## config.mk

```make
export PLATFORM = sky130hd
export DESIGN_NAME = mem_ports_param_flat
export DESIGN_NICKNAME = d
export VERILOG_FILES = /design/src/rtl/mem_ports_pkg.sv /design/src/rtl/mem_ports_param_if.sv /design/src/rtl/mem_rd_port.sv /design/src/rtl/mem_ports_param.sv /design/src/flat_wrapper.sv
export SDC_FILE = /design/constraint.sdc
export NUM_CORES = 1
export LEC_CHECK = 0
export ABC_AREA = 1
export BUFFER_PORTS_ARGS = -buffer_cell sky130_fd_sc_hd__clkbuf_2
export CORE_ASPECT_RATIO = 0.7
export CORE_MARGIN = 1.5
export CORE_UTILIZATION = 58
export CTS_BUF_LIST = sky130_fd_sc_hd__clkbuf_4 sky130_fd_sc_hd__clkbuf_8
export DETAILED_ROUTE_END_ITERATION = 6
export HOLD_SLACK_MARGIN = 0.03
export PLACE_DENSITY_LB_ADDON = 0.05
export SYNTH_ARGS = -nofsm -noshare
export SYNTH_HDL_FRONTEND = slang
export SYNTH_SLANG_ARGS = --single-unit
```

## constraint.sdc

```tcl
create_clock -name clk -period 1.97 [get_ports clk]
set_input_delay 0.2955 -clock clk [delete_from_list [all_inputs] [get_ports clk]]
set_output_delay 0.2955 -clock clk [all_outputs]
set_load 0.05 [all_outputs]
```

## src/rtl/mem_ports_pkg.sv

```systemverilog
// Shared types and the word-merge helper for the parameterised memory-port block.
package mem_ports_pkg;

  typedef enum logic {
    RDW_READ_FIRST  = 1'b0,
    RDW_WRITE_FIRST = 1'b1
  } rdw_mode_e;

  typedef enum logic [1:0] {
    IDLE,
    INIT,
    READY
  } init_state_e;

  // The merge helper works on the widest supported word so one function serves every instance.
  localparam int MAX_DW    = 64;
  localparam int MAX_LANES = 64;

  typedef logic [MAX_DW-1:0]    word_t;
  typedef logic [MAX_LANES-1:0] lanes_t;

  // Applies a lane-masked write, then an optional part-select write clipped at bit dw-1.
  // The caller gates mask/part_en so that a masked write always wins over a part write.
  function automatic word_t merge_word(word_t old_word, word_t data, lanes_t mask,
                                       logic part_en, int base, word_t part_data,
                                       int dw, int lw, int pw);
    word_t dw_bits;
    word_t lane_one;
    word_t part_one;
    word_t wmask;
    word_t pmask;
    word_t res;
    dw_bits  = (word_t'(1) << dw) - word_t'(1);
    lane_one = (word_t'(1) << lw) - word_t'(1);
    part_one = (word_t'(1) << pw) - word_t'(1);
    wmask    = '0;
    for (int i = 0; i < MAX_LANES; i++) begin
      if (mask[i]) wmask = wmask | (lane_one << (i * lw));
    end
    wmask = wmask & dw_bits;
    res   = (old_word & ~wmask) | (data & wmask);
    // Bits shifted past dw-1 fall outside dw_bits, which gives the no-wrap clipping.
    pmask = (part_one << base) & dw_bits;
    if (part_en) res = (res & ~pmask) | ((part_data << base) & pmask);
    return res;
  endfunction

endpackage

```

## src/rtl/mem_ports_param_if.sv

```systemverilog
// Write/read bus of the memory-port block; master drives requests, slave returns data.
interface mem_ports_param_if #(
  parameter int DW = 8,
  parameter int AW = 4,
  parameter int NR = 2,
  parameter int LW = 4,
  parameter int PW = 4,
  parameter int BW = (DW > 1) ? $clog2(DW) : 1
);
  logic             init_busy;
  logic             wr_en;
  logic [AW-1:0]    wr_addr;
  logic [DW-1:0]    wr_data;
  logic [DW/LW-1:0] wr_mask;
  logic             wr_part_en;
  logic [BW-1:0]    wr_base;
  logic [PW-1:0]    wr_part_data;
  logic             wr_conflict;
  logic [NR-1:0]    rd_en;
  logic [NR*AW-1:0] rd_addr;
  logic [NR*DW-1:0] rd_data;
  logic [NR-1:0]    rd_valid;

  modport master (
    output wr_en, wr_addr, wr_data, wr_mask, wr_part_en, wr_base, wr_part_data,
           rd_en, rd_addr,
    input  init_busy, wr_conflict, rd_data, rd_valid
  );

  modport slave (
    input  wr_en, wr_addr, wr_data, wr_mask, wr_part_en, wr_base, wr_part_data,
           rd_en, rd_addr,
    output init_busy, wr_conflict, rd_data, rd_valid
  );
endinterface

```

## src/rtl/mem_rd_port.sv

```systemverilog
// One registered read port: read-during-write select, enable/hold register, optional second stage.
module mem_rd_port
  import mem_ports_pkg::*;
#(
  parameter int DW       = 8,
  parameter int RDW_MODE = 0,
  parameter int RD_LAT   = 1
) (
  input  logic          clk,
  input  logic          rst,
  input  logic          en,
  input  logic [DW-1:0] old_word,
  input  logic [DW-1:0] new_word,
  output logic [DW-1:0] rd_data,
  output logic          rd_valid
);

  logic [DW-1:0] sel_word;
  logic [DW-1:0] d1;
  logic [DW-1:0] d2;
  logic          v1;
  logic          v2;

  assign sel_word = (RDW_MODE == int'(RDW_WRITE_FIRST)) ? new_word : old_word;

  // Capture on enable, hold otherwise; the second stage only advances on valid data.
  always_ff @(posedge clk) begin
    if (rst) begin
      d1 <= '0;
      d2 <= '0;
      v1 <= 1'b0;
      v2 <= 1'b0;
    end else begin
      v1 <= en;
      if (en) d1 <= sel_word;
      v2 <= v1;
      if (v1) d2 <= d1;
    end
  end

  assign rd_data  = (RD_LAT == 2) ? d2 : d1;
  assign rd_valid = (RD_LAT == 2) ? v2 : v1;

endmodule

```

## src/rtl/mem_ports_param.sv

```systemverilog
// 1-write / NR-read synchronous memory with masked and part-select writes and a zeroing sweep.
module mem_ports_param
  import mem_ports_pkg::*;
#(
  parameter int DW            = 8,
  parameter int DEPTH         = 16,
  parameter int AW            = $clog2(DEPTH),
  parameter int NR            = 2,
  parameter int LW            = 4,
  parameter int PW            = 4,
  parameter int RDW_MODE      = 0,
  parameter int RD_LAT        = 1,
  parameter int INIT_ON_RESET = 1
) (
  input logic             clk,
  input logic             rst,
  mem_ports_param_if.slave bus
);

  localparam int            NL      = DW / LW;
  localparam logic [AW:0]   DEPTH_W = (AW + 1)'(DEPTH);

  init_state_e   state;
  logic [AW-1:0] init_cnt;
  logic          accept;
  logic          wr_in_range;
  logic [NL-1:0] mask_g;
  logic          part_g;
  logic [DW-1:0] wr_old;
  logic [DW-1:0] wr_word;
  logic [DW-1:0] mem [DEPTH];
  logic [NR*DW-1:0] rd_data_w;
  logic [NR-1:0]    rd_valid_w;

  // Requests are only honoured once the sweep is done (or immediately when there is no sweep).
  assign accept = !rst && ((state == READY) || (INIT_ON_RESET == 0));

  // Masked write has priority: the part write is suppressed whenever wr_en is high.
  assign mask_g = bus.wr_en ? bus.wr_mask : '0;
  assign part_g = bus.wr_part_en & ~bus.wr_en;

  assign wr_in_range = {1'b0, bus.wr_addr} < DEPTH_W;
  assign wr_old      = wr_in_range ? mem[bus.wr_addr] : '0;
  assign wr_word     = DW'(merge_word(word_t'(wr_old), word_t'(bus.wr_data), lanes_t'(mask_g),
                                      part_g, int'(bus.wr_base), word_t'(bus.wr_part_data),
                                      DW, LW, PW));

  // Init sequencer plus the registered conflict flag.
  // NOTE: all sequential state uses non-blocking assignments so every register samples pre-edge values.
  always_ff @(posedge clk) begin
    if (rst) begin
      state           <= IDLE;
      init_cnt        <= '0;
      bus.init_busy   <= 1'b0;
      bus.wr_conflict <= 1'b0;
    end else begin
      bus.wr_conflict <= accept && bus.wr_en && bus.wr_part_en;
      case (state)
        IDLE: begin
          init_cnt <= '0;
          if (INIT_ON_RESET != 0) begin
            state         <= INIT;
            bus.init_busy <= 1'b1;
          end else begin
            state <= READY;
          end
        end
        INIT: begin
          if (init_cnt == AW'(DEPTH - 1)) begin
            state         <= READY;
            bus.init_busy <= 1'b0;
          end else begin
            init_cnt <= init_cnt + 1'b1;
          end
        end
        READY:   state <= READY;
        default: state <= IDLE;
      endcase
    end
  end

  // Storage: sweep writes zero one word per cycle, otherwise the merged write word lands.
  // NOTE: the array is deliberately not reset; clearing it is the job of the init sweep.
  always_ff @(posedge clk) begin
    if (state == INIT) begin
      mem[init_cnt] <= '0;
    end else if (accept && wr_in_range && (bus.wr_en || bus.wr_part_en)) begin
      mem[bus.wr_addr] <= wr_word;
    end
  end

  for (genvar p = 0; p < NR; p++) begin : g_rd
    logic [AW-1:0] ra;
    logic          in_range;
    logic          bypass;
    logic [DW-1:0] old_w;
    logic [DW-1:0] new_w;

    assign ra       = bus.rd_addr[p*AW +: AW];
    assign in_range = {1'b0, ra} < DEPTH_W;
    assign old_w    = in_range ? mem[ra] : '0;
    // Post-write view of this port's word; equals old_w unless the write hits the same address.
    assign bypass   = in_range && (ra == bus.wr_addr) && accept;
    assign new_w    = DW'(merge_word(word_t'(old_w), word_t'(bus.wr_data),
                                     lanes_t'(bypass ? mask_g : '0), part_g & bypass,
                                     int'(bus.wr_base), word_t'(bus.wr_part_data),
                                     DW, LW, PW));

    mem_rd_port #(
      .DW       (DW),
      .RDW_MODE (RDW_MODE),
      .RD_LAT   (RD_LAT)
    ) u_port (
      .clk      (clk),
      .rst      (rst),
      .en       (accept && bus.rd_en[p]),
      .old_word (old_w),
      .new_word (new_w),
      .rd_data  (rd_data_w[p*DW +: DW]),
      .rd_valid (rd_valid_w[p])
    );
  end

  assign bus.rd_data  = rd_data_w;
  assign bus.rd_valid = rd_valid_w;

endmodule

```

## src/flat_wrapper.sv

```systemverilog
// flat-port wrapper written by rule: the top's interface ports become plain ports
module mem_ports_param_flat import mem_ports_pkg::*;
#(
  parameter int DW            = 8,
  parameter int DEPTH         = 16,
  parameter int AW            = $clog2(DEPTH),
  parameter int NR            = 2,
  parameter int LW            = 4,
  parameter int PW            = 4,
  parameter int RDW_MODE      = 0,
  parameter int RD_LAT        = 1,
  parameter int INIT_ON_RESET = 1
)
  (clk, rst, bus_wr_en, bus_wr_addr, bus_wr_data, bus_wr_mask, bus_wr_part_en, bus_wr_base, bus_wr_part_data, bus_rd_en, bus_rd_addr, bus_init_busy, bus_wr_conflict, bus_rd_data, bus_rd_valid);
  mem_ports_param_if #(.DW(DW), .AW(AW), .NR(NR), .LW(LW), .PW(PW)) bus_i ();
  input logic clk;
  input logic rst;
  input wire logic [$bits(bus_i.wr_en)-1:0] bus_wr_en;
  input wire logic [$bits(bus_i.wr_addr)-1:0] bus_wr_addr;
  input wire logic [$bits(bus_i.wr_data)-1:0] bus_wr_data;
  input wire logic [$bits(bus_i.wr_mask)-1:0] bus_wr_mask;
  input wire logic [$bits(bus_i.wr_part_en)-1:0] bus_wr_part_en;
  input wire logic [$bits(bus_i.wr_base)-1:0] bus_wr_base;
  input wire logic [$bits(bus_i.wr_part_data)-1:0] bus_wr_part_data;
  input wire logic [$bits(bus_i.rd_en)-1:0] bus_rd_en;
  input wire logic [$bits(bus_i.rd_addr)-1:0] bus_rd_addr;
  output wire logic [$bits(bus_i.init_busy)-1:0] bus_init_busy;
  output wire logic [$bits(bus_i.wr_conflict)-1:0] bus_wr_conflict;
  output wire logic [$bits(bus_i.rd_data)-1:0] bus_rd_data;
  output wire logic [$bits(bus_i.rd_valid)-1:0] bus_rd_valid;
  assign bus_i.wr_en = bus_wr_en;
  assign bus_i.wr_addr = bus_wr_addr;
  assign bus_i.wr_data = bus_wr_data;
  assign bus_i.wr_mask = bus_wr_mask;
  assign bus_i.wr_part_en = bus_wr_part_en;
  assign bus_i.wr_base = bus_wr_base;
  assign bus_i.wr_part_data = bus_wr_part_data;
  assign bus_i.rd_en = bus_rd_en;
  assign bus_i.rd_addr = bus_rd_addr;
  assign bus_init_busy = bus_i.init_busy;
  assign bus_wr_conflict = bus_i.wr_conflict;
  assign bus_rd_data = bus_i.rd_data;
  assign bus_rd_valid = bus_i.rd_valid;
  mem_ports_param #(.DW(DW), .DEPTH(DEPTH), .AW(AW), .NR(NR), .LW(LW), .PW(PW), .RDW_MODE(RDW_MODE), .RD_LAT(RD_LAT), .INIT_ON_RESET(INIT_ON_RESET)) u_core (.clk(clk), .rst(rst), .bus(bus_i));
endmodule
```

## Word-level counts from Yosys, hierarchy flattened

Memories as Yosys holds them, arrays and structs flattened. A register that Yosys moved wholly into a read port is not among the register bits.
Index checks and enable logic that the tools add are counted.
Widths: inputs -> output; s select.

| storage, ports and cells | value |
|---|---|
| register bits | 10 |
| bits in writable memories | 128 |
| input port bits | 35 |
| output and inout port bits | 20 |
| logic and storage cells | 56 |
| memories kept | 1 |

| cells by class | value |
|---|---|
| add/subtract/negate cells | 1 |
| equality and inequality tests | 5 |
| shift operators | 2 |
| mux-type cells | 18 |
| bitwise logic cells | 10 |
| reduce and logical (&&, ||, !) cells | 13 |

Memory list:

| name | words | bits a word | read ports | clocked after Yosys merged registers in | write ports | line | text |
|---|---|---|---|---|---|---|---|
| u_core.mem | 16 | 8 | 3 | 2 | 1 | mem_ports_param.sv:31 | `logic [DW-1:0] mem [DEPTH];` |

Operators by type and width:

| cell | count |
|---|---|
| $and 8x8->8 | 4 |
| $mux 8 | 3 |
| $not 8->8 | 2 |
| $or 8x8->8 | 2 |
| $mux 4 | 3 |
| $pmux 4 s2 | 1 |
| $reduce_or 8->1 | 1 |
| $shl 4x3->8 | 1 |
| $shl 4x3->8 const A | 1 |
| $mux 1 | 7 |
| $logic_and 1x1->1 | 6 |
| $pmux 2 s3 | 1 |
| $add 4x1->4 const B | 1 |
| $eq 4x4->1 const B | 1 |
| $mux 2 | 2 |
| $reduce_and 2->1 | 2 |
| $eq 2x1->1 const B | 1 |
| $eq 2x2->1 const B | 1 |
| $logic_not 2->1 | 1 |
| $ne 2x1->1 const B | 1 |
| $ne 2x2->1 const B | 1 |
| $pmux 1 s2 | 1 |
| $reduce_bool 2->1 | 1 |
| $and 1x1->1 | 1 |
| 3 further kinds | 3 |

## Longest topological paths before layout

| logic depth | value |
|---|---|
| depth after elaboration | 10 |
| depth in mapped cells | 10 |
| gate-level depth less buffers | 10 |

## Modules after synthesis

A second synthesis with hierarchy kept.

| unflattened totals | value |
|---|---|
| cell total of the unflattened synthesis | 1319 |
| area, all modules | 9890.7 um^2 |

Modules (own cells, without submodules):

| module | times used | cells each | area each (um^2) | seq. area each (um^2) |
|---|---|---|---|---|
| mem_ports_param | 1 | 1211 | 9152.5 | 4003.8 |
| mem_rd_port | 2 | 54 | 369.1 | 180.2 |

## Worst setup path after synthesis

OpenSTA, ideal clock, no wires.

| timing | value |
|---|---|
| path type | register -> register |
| start point | reg u_core.state[0] |
| end point | mem u_core.mem[0][0], enable pin |
| setup time | 370 ps |
| data arrival time | 1555 ps |
| required time | 1600 ps |
| slack | 44 ps |
| stages on the path, launching flop included | 9 |
| path buffers | 0 |
| period minus slack after synthesis | 1926 ps |
| path through | dfxtp_1 > inv_1 > ha_1 > nand2_1 > a21oi_2 > nand2_2 > o21ai_1 > nand3_1 > nor2_1 |

| between the ends | value |
|---|---|
| word-level cells in the longest chain between the ends | 8 |
| elaborated cells on any way between the ends | 12 |
| classes of those cells | eq/ne (2); mux (7); reduce/logical (3) |

Ends and longest elaborated chain:

| element | line | text |
|---|---|---|
| start, declared | mem_ports_param.sv:23 | `init_state_e state;` |
| start signal, assigned | mem_ports_param.sv:52 | `state <= IDLE;` |
| start signal, assigned | mem_ports_param.sv:62 | `state <= INIT;` |
| start signal, assigned | mem_ports_param.sv:65 | `state <= READY;` |
| $eq 2x2->1 | mem_ports_param.sv:36 | `assign accept = !rst && ((state == READY) \|\| (INIT_ON_RESET == 0));` |
| $logic_and 1x1->1 | mem_ports_param.sv:36 |  |
| $logic_and 1x1->1 | mem_ports_param.sv:87 | `end else if (accept && wr_in_range && (bus.wr_en \|\| bus.wr_part_en)) begin` |
| $mux 1 | mem_ports_param.sv:87 |  |
| $mux 1 | mem_ports_param.sv:85 | `if (state == INIT) begin` |
| $mux 1 (not written as such) | mem_ports_param.sv:88 | `mem[bus.wr_addr] <= wr_word;` |
| $reduce_or 8->1 (no line) | - |  |
| $mux 4 (no line) or $mux 1 (tied branches) | - |  |
| end, declared | mem_ports_param.sv:31 |  |

Parallel ways exist; a longest one is shown, timed or not.

## Worst setup path in the final report

| timing | value |
|---|---|
| start point | reg u_core.state[0] |
| end point | mem u_core.mem[12][3], enable pin |

Same word-level chain as after synthesis.

==> run metrics <==
Layout area overhead 17.3%; Max Root-Sink Buffers 2; Worst path top cell family by delay simple AND/OR/NAND/NOR gates; CTS tree yes; crit start category flop; unrepaired setup endpoints after global routing true; Rel. slew slack between 70% and 80%; CORE AREA 15600 sq um; Internal about 5.6 mW; combinational fraction of design power 28.2%; Fillers about 1300; flop2flop setup slack -0.05 ns; actual slew at the worst max-slew pin approximately 0.45 ns; CP Data Arrival Time about 2.2 ns; crit path kind reg2reg; routed vias/inst roughly 6.3; max_cap viols 0; skew final roughly 0.021 ns; final slew viol count 0; CP Capture Type flop; syn avg cell area 7.56 sq um; First-pass DRT Iterations 7; Sw Ratio 37.0%; WL final around 34000 um; WHS Endpoint u_core.init_cnt[1]; violated checks design-rule violations, negative setup slack; async set-reset flop share out of synthesis 0%; WL/cell 22.2 um; leakage power approximately 4.8 nW; Initial Utilization between 50 and 60%; most used cell, CP nand2_4; Post-Synthesis Cells approximately 1200; initial antenna violation count 1; commonest non-fill, non-tap cell in the layout nand2_1; Final min period 2.02 ns; Hold Vio Cnt, Final 0; # clock sinks ~150; DR vias ~9500; Achievable Freq 495 MHz; CTS clk-pin slew, worst paths 0.10 ns; Final GP Congestion between 0.9 and 1; total negative slack -1.48 ns; hold crit path type in2reg; Die W roughly 150 um; Yosys warning count 0; Antenna diodes 0; sequential share of power 44.6%; most frequent cells in the layout nand2_1, nand3_1, inv_1; htree depth 4; final critical-path setup slack -0.0516 ns; EDFF count, synth between 100 and 150; die height ~110 um; Critical R2R Capture u_core.mem[12][3]; gr usage total ~41%; cts bufs inserted 17; Net Sw Power 3.26 mW; CTS root buf clkbuf_8; total power between 8 and 9 mW; largest net degree at the start of global routing between 70 and 80; IR drop worst, VDD ~0.55 mV; Worst EP required ~2.2 ns; Final ANT Viol Nets 0; area of the multi-input gates 4190 sq um; Largest stage delay, worst path 0.34 ns; WHS a little over 0.05 ns; worst hold path depth 2; die area about 17000 sq um; period utilization 103%; nets ~1300; layout cells sized above 1 16.6%; hold-fix buffers at CTS 0; top-level I/O count between 50 and 60; first-pass GRT wire length approximately 49000 um; post-synth net total 1270; synthesized area just over 9000 sq um; Seq cells post-synth between 150 and 200; Max FO, Critical Path 8; HPWL after DPL ~23000 um; clock latency on the worst-skew pair roughly 0.49 ns; Cell Rows 38; grt ovf 0; ys flop type edfxtp_1; min-delay src rst; register area share after synthesis between 40% and 50%; Final Cell Area 10900 sq um; critical-path cell list inv_2 -> ha_4 -> nand2_4 -> a21oi_4 -> nand2_4 -> nand2_4 -> o21ai_4 -> inv_2 -> nand3_4 -> nor2_4 -> buf_6; Reg area 4370 sq um; Final Util a little over two thirds; PD cells about 800 nW/um^2; Buf/Inv on CP 3; dpl cell area just over 10000 sq um; initial DRC count around 1700; run status finished, violations left; final setup fails 66; Buffers on Ports 54; Unique masters post-synth 28; FF-to-FF path depth 11; slowest stage cell, crit path dfxtp_2; DRC 21; via count of the first global-routing pass just over 8000; Clock power frac 27.2%; CP startpoint u_core.state[0]; reg-to-reg startpoint u_core.state[0]
per-layer routing:
| layer | part of all wire (%) | track usage, % |
|---|---|---|
| met5 | 0 | 0 |
| met4 | 3.2 | 14.6 |
| met1 | 39 | 58.2 |
| met2 | 40 | 55.5 |
| met3 | 18 | 15.4 |
final cells by class:
class / instances / area share (%)
clock inverter: 14 / 1.29
timing repair buffer: 131 / 9.66
sequential: 154 / 40.1
tap: 200 / 2.30
multi-input combinational: 823 / 38.4
inverter: 176 / 6.09
clock buffer: 18 / 2.22
metrics by stage:
stage | worst slack, ns | std cells
2_1_floorplan | 0.0444 | 1230
3_3_place_gp | -0.0772 | 1482
3_5_place_dp | -0.0393 | 1482
4_1_cts | -0.00326 | 1514
5_1_grt | -0.119 | 1516
6_report | -0.0516 | 1516
flip-flops by register name, indices dropped and copies added, names as in the netlist:
register,cells
u_core.mem,128
u_core.g_rd.u_port.rd_valid,2
u_core.g_rd.u_port.rd_data,16
u_core.bus.wr_conflict,1
u_core.state,2
u_core.init_cnt,4
u_core.bus.init_busy,1
Yosys cell counts, types with 5 or more instances:
cell type    n  share of area (%)
buf_2       37                2.0
o211ai_1    42                3.4
dfxtp_1     26                5.6
nand2_1    283                 11
clkbuf_1    30                1.2
inv_2        5               0.20
nand3_1    223                 12
buf_4       10               0.81
o21ai_0    103                5.5
ha_1         5               0.67
inv_1      168                6.8
nor2_1      41                1.7
edfxtp_1   128                 41
a21oi_1    105                5.7
cells by family after synthesis:
| logic type | synth area share [%] |
|---|---|
| compound gates | 15.2 |
| xor+xnor | 0.0943 |
| mux | 0.108 |
| flops | 47.0 |
| buf+inv | 11.2 |
| fa+ha+maj | 0.673 |
| simple gates | 25.7 |
power groups by stage:
stage / combinational [mW] / sequential [mW] / clock [mW]
floorplan: 1.09 / 4.21 / 0
global route: 2.65 / 3.95 / 2.51
finish: 2.49 / 3.94 / 2.40
CTS: 2.10 / 3.91 / 2.39
detailed placement: 2.06 / 3.98 / 0
global placement: 2.04 / 3.98 / 0
worst max-delay path by stage:
stage               cells past startpoint                end  slack, ns
finish                                 11  u_core.mem[12][3]      -0.05
global route                           11   u_core.mem[5][0]      -0.12
CTS                                    11   u_core.mem[4][3]     -0.003
detailed placement                      7  u_core.mem[15][7]      -0.04
global placement                        7   u_core.mem[5][7]      -0.08
floorplan                               8   u_core.mem[0][0]       0.04
worst register-to-register path, cell delays in order, from the launching register on:
cell and delay (ns):
dfxtp_2 0.34, inv_2 0.08, ha_4 0.13, nand2_4 0.05, a21oi_4 0.19, nand2_4 0.15, nand2_4 0.13, o21ai_4 0.09
inv_2 0.12, nand3_4 0.16, nor2_4 0.15, buf_6 0.16
repair_timing:
| item | CTS | global route |
|---|---|---|
| gates resized for setup | 7 | 87 |
| setup buffers | 0 | 1 |
| cloned | 0 | 1 |
| endpoints found under the setup margin | 104 | 231 |
| pin swaps | 0 | 20 |
Power figures use the tool's default switching activity.
